===== config.mk =====
export PLATFORM = sky130hd
export DESIGN_NAME = start_token_consumer
export DESIGN_NICKNAME = d
export VERILOG_FILES = /design/src/rtl/start_token_consumer.sv
export SDC_FILE = /design/constraint.sdc
export NUM_CORES = 1
export LEC_CHECK = 0
export BUFFER_PORTS_ARGS = -buffer_cell sky130_fd_sc_hd__buf_2
export CAP_MARGIN = 20
export CORE_MARGIN = 4
export CORE_UTILIZATION = 40
export DETAILED_ROUTE_END_ITERATION = 10
export PLACE_DENSITY = 0.75
export SLEW_MARGIN = 20
export SYNTH_ARGS = -nofsm -noshare
export SYNTH_HDL_FRONTEND = slang
export SYNTH_SLANG_ARGS = --single-unit

===== constraint.sdc =====
create_clock -name clk -period 2.9 [get_ports clk]
set_input_delay 0.58 -clock clk [delete_from_list [all_inputs] [get_ports clk]]
set_output_delay 0.58 -clock clk [all_outputs]
set_load 0.1 [all_outputs]

===== src/rtl/start_token_consumer.sv =====
// ---------------------------------------------------------------------------
// start_token_consumer
//
// Consumer-side end of an HLS start-propagation FIFO (start_for_* channel).
// Each start token popped from the FIFO becomes one ap_ctrl_hs launch
// (ap_start/ap_ready) of the downstream PE. Completed invocations are
// tracked through ap_done, and the number of launched-but-not-done
// invocations is capped at MAX_INFLIGHT.
//
// Parameters:
//   DATA_WIDTH    width of the start token carried by the FIFO
//   MAX_INFLIGHT  maximum outstanding invocations (1..15)
//   CNT_WIDTH     width of the in-flight counter (must hold MAX_INFLIGHT)
//
// Ports:
//   clk         clock
//   reset       synchronous active-high reset
//   if_empty_n  FIFO has a token
//   if_read     pop the FIFO this cycle
//   if_dout     FIFO head token
//   ap_start    launch request to the PE
//   ap_ready    PE accepted the launch
//   ap_done     PE finished one invocation (1-cycle pulse)
//   token_out   token of the current/last launch
//   inflight    outstanding invocations
//   idle        no pending launch and nothing in flight
//   err_done    sticky: ap_done seen while nothing was in flight
//
// Optional feature (macro START_TOKEN_CONSUMER_STATS_EN):
//   launch_cnt  free-running count of accepted launches (wraps at 2^32)
//   done_cnt    free-running count of counted completions (wraps at 2^32)
// ---------------------------------------------------------------------------
module start_token_consumer #(
    parameter int unsigned DATA_WIDTH   = 1,
    parameter int unsigned MAX_INFLIGHT = 2,
    parameter int unsigned CNT_WIDTH    = 4
) (
    input  logic                  clk,
    input  logic                  reset,
    input  logic                  if_empty_n,
    output logic                  if_read,
    input  logic [DATA_WIDTH-1:0] if_dout,
    output logic                  ap_start,
    input  logic                  ap_ready,
    input  logic                  ap_done,
    output logic [DATA_WIDTH-1:0] token_out,
    output logic [CNT_WIDTH-1:0]  inflight,
    output logic                  idle,
    output logic                  err_done
`ifdef START_TOKEN_CONSUMER_STATS_EN
    ,
    output logic [31:0]           launch_cnt,
    output logic [31:0]           done_cnt
`endif
);

    typedef enum logic {
        IDLE   = 1'b0,
        LAUNCH = 1'b1
    } state_t;

    state_t state;

    // One extra bit so inflight + 1 never wraps before the compare.
    localparam logic [CNT_WIDTH:0] MAX_EXT = (CNT_WIDTH + 1)'(MAX_INFLIGHT);

    logic                 launch;
    logic                 done_dec;
    logic [CNT_WIDTH:0]   inflight_ext;
    logic [CNT_WIDTH:0]   done_ext;
    logic [CNT_WIDTH:0]   launch_ext;
    logic [CNT_WIDTH:0]   inflight_next;
    logic                 room;
    logic                 room_after;

    // ap_start is only ever high in LAUNCH, so ap_ready outside a launch
    // is naturally ignored here.
    assign launch   = ap_start && ap_ready;
    // A done with nothing in flight is spurious and never decrements.
    assign done_dec = ap_done && (inflight != '0);

    assign inflight_ext  = {1'b0, inflight};
    assign done_ext      = {{CNT_WIDTH{1'b0}}, done_dec};
    assign launch_ext    = {{CNT_WIDTH{1'b0}}, launch};
    assign inflight_next = inflight_ext + launch_ext - done_ext;

    // Room for a new pop now (IDLE), and room once the launch being
    // accepted this cycle is counted (back-to-back pop in LAUNCH). A done
    // in the same cycle frees a slot immediately.
    assign room       = (inflight_ext - done_ext) < MAX_EXT;
    assign room_after = (inflight_ext + 1'b1 - done_ext) < MAX_EXT;

    // NOTE: every signal assigned in always_comb gets a default first so
    // no path leaves it unassigned, which would otherwise infer a latch.
    always_comb begin
        if_read = 1'b0;
        if (!reset) begin
            if (state == IDLE) begin
                if_read = if_empty_n && room;
            end else begin
                if_read = ap_ready && if_empty_n && room_after;
            end
        end
    end

    assign idle = (state == IDLE) && (inflight == '0);

    // NOTE: sequential state uses non-blocking assignments so every
    // register samples the pre-edge values regardless of statement order.
    always_ff @(posedge clk) begin
        if (reset) begin
            state     <= IDLE;
            ap_start  <= 1'b0;
            token_out <= '0;
            inflight  <= '0;
            err_done  <= 1'b0;
        end else begin
            inflight <= inflight_next[CNT_WIDTH-1:0];

            if (ap_done && (inflight == '0) && !launch) begin
                err_done <= 1'b1;
            end

            case (state)
                IDLE: begin
                    if (if_read) begin
                        token_out <= if_dout;
                        ap_start  <= 1'b1;
                        state     <= LAUNCH;
                    end
                end
                LAUNCH: begin
                    // Hold ap_start and token_out until the PE accepts.
                    if (ap_ready) begin
                        if (if_read) begin
                            token_out <= if_dout;
                        end else begin
                            ap_start <= 1'b0;
                            state    <= IDLE;
                        end
                    end
                end
                default: begin
                    ap_start <= 1'b0;
                    state    <= IDLE;
                end
            endcase
        end
    end

`ifdef START_TOKEN_CONSUMER_STATS_EN
    always_ff @(posedge clk) begin
        if (reset) begin
            launch_cnt <= '0;
            done_cnt   <= '0;
        end else begin
            if (launch) begin
                launch_cnt <= launch_cnt + 32'd1;
            end
            if (done_dec) begin
                done_cnt <= done_cnt + 32'd1;
            end
        end
    end
`endif

endmodule


==> out/metrics.yaml <==
nNetsFinal: 110
final_core_util_pct: 59.2
dp_slack_ps: 124
setup_violations: 0
path_max_fanout: 5
final_cell_mix: "buf_2, nor2_1, ha_1"
numClockSinks: 8
cts_tree: "built"
drt_iter0_drc: 7
clock-root-buffer: "clkbuf_4"
grt_pass1_wl_mm: 2.09
grtUsageTotal_pct: 13.8
setup_tns_ps: 0
syn_area_per_cell_um2: 8.60
wl_per_cell_um: 12.1
core_area_um2: 1370
fp-row-count: 13
cts.path.max_buffers: 2
htreeDepth: 1
final_common_cell: "buf_2"
synth.top_cell.area_share_pct: 26.2
vias_per_cell: 5.30
rsz0062_at_grt: "false"
numCtsBuffers: 3
skew_ps: 2.71
port_buffers: 14
slew_violations: 0
design.die.area_um2: 2220
clkTransAtPathRegs_ps: 60
status: "finished, final reports clean"
synth.distinct_cells: 24
critPathBufInv: 2
ys_seq_elements: 8
cpMostUsedCell: "nor2_1"
critPathTopFamily: "simple AND/OR/NAND/NOR gates"
ant_nets: 0
antenna_found_initial: 0
num_antenna_cells: 0
synth_cells: 71
hpwl_mm: 1.02
yosysSeqAreaShare_pct: 26.2
grt_max_degree: 11
yosysTopAreaCell: "dfxtp_1"
place_inst: 99
layout_worst_path_cycle_share_pct: 95.3
dr_total_vias: 567
worstPathCellList: "inv_2, ha_2, nand2_2, o21ai_2, nor2_1, ha_1, nand2_1, nor2_1, and4_4, a31oi_4, nor2_4, buf_12"
first_pass_iters: 4
layout_setup_ws_ps: 138
yosys_warnings: 0
cp.required_ps: 2320
layout-drive-gt1-share_pct: 39.1
route.detailed.drc: 0
clock_latency_ps: 260
end_kind: "primary output"
finalNonFillerCells: 107
grt_overflow: 0
ios: 15
netlist_area_um2: 611
slowest_stage: "dfxtp_4"
hold_violations: 0
worstPathArrival_ps: 2180
hold_buffers: 0
gp_congestion: 0.748
grt_pass1_vias: 498
initial_core_util_pct: 44.7
die_w_um: 47.1
fmax_ghz: 0.362
cp-start-kind: "register"
syn_nets: 88
cpPeakStageDelay_ps: 350
syn_to_final_growth_pct: 32.6
critical_path_class: "register to primary output"
period_needed_ps: 2760
maxCapViolCount: 0
hold_class: "register to register"
tightestPinTransition_ps: 489
wl_mm: 1.30
synth_area_leaders: "dfxtp_1, ha_1, nor2_1"
slew_headroom_pct: 67.6
die-height_um: 47.1
cell type report:
type,instances,area [µm²]
Multi-Input combinational cell,56,454
Tap cell,15,18.8
Timing Repair Buffer,18,115
Inverter,6,22.5
Sequential cell,8,173
Fill cell,125,557
Clock buffer,4,26.3
per-layer routing:
metal	vias up	global-route usage [%]	routed length, µm
met5	-	0	0
met4	0	11.6	57
met3	6	3.45	42
met2	10	20.6	644
met1	267	16.4	554
li1	284	-	-
cell usage after synthesis:
| master | number |
|---|---|
| or3_1 | 1 |
| nand3_1 | 1 |
| fa_1 | 1 |
| nand2_1 | 6 |
| nor4_4 | 1 |
| nor2_1 | 11 |
| mux2i_1 | 1 |
| a31oi_2 | 1 |
| nor2b_1 | 3 |
| and4_4 | 1 |
| o21ai_0 | 3 |
| a31oi_1 | 1 |
| xnor2_1 | 3 |
| dfxtp_1 | 8 |
| a211oi_2 | 1 |
| nor3_1 | 1 |
| nand3b_1 | 2 |
| a21oi_1 | 2 |
| xor2_1 | 1 |
| clkbuf_1 | 1 |
| o22ai_1 | 1 |
| nand2b_1 | 4 |
| ha_1 | 10 |
| inv_1 | 6 |
tightest hold or removal path: stages, from the launching register on:
cell and delay, ps:
dfxtp_1 320, a31oi_1 40, nor2_1 70
sequential cells by signal, summed over array words and instances (netlist names):
signal,count
state,1
ap_start,1
token_out,1
err_done,1
inflight,4
repair_timing:
action / CTS / global route
buffers inserted: 2 / 2
resized for setup: 4 / 2
pin swaps: 1 / 3
endpoints found under the setup margin: 1 / 1
per-stage QoR:
step / instance area, µm² / hold WS (ps)
floorplan: 636 / 508
global route: 810 / 487
detailed placement: 736 / 456
global placement: 736 / 466
CTS: 792 / 468
finish: 810 / 466
final timing paths:
check / startpoint / endpoint / slack [ps] / depth (start not counted)
setup / recovery: inflight[3] / if_read / 140 / 12
hold / removal: err_done / err_done / 470 / 2
setup reg to reg: inflight[2] / inflight[2] / 850 / 12
hold reg to reg: err_done / err_done / 470 / 2
cell families after synthesis:
family	share of synthesized area, %
fa+ha+maj	23.8
compound gates	10.2
buf+inv	4.30
flops	26.2
simple gates	28.1
xor+xnor	5.74
mux	1.64
Power is not shown: default switching activity piles up to over one toggle a cycle in this logic, so the estimate is an artifact.
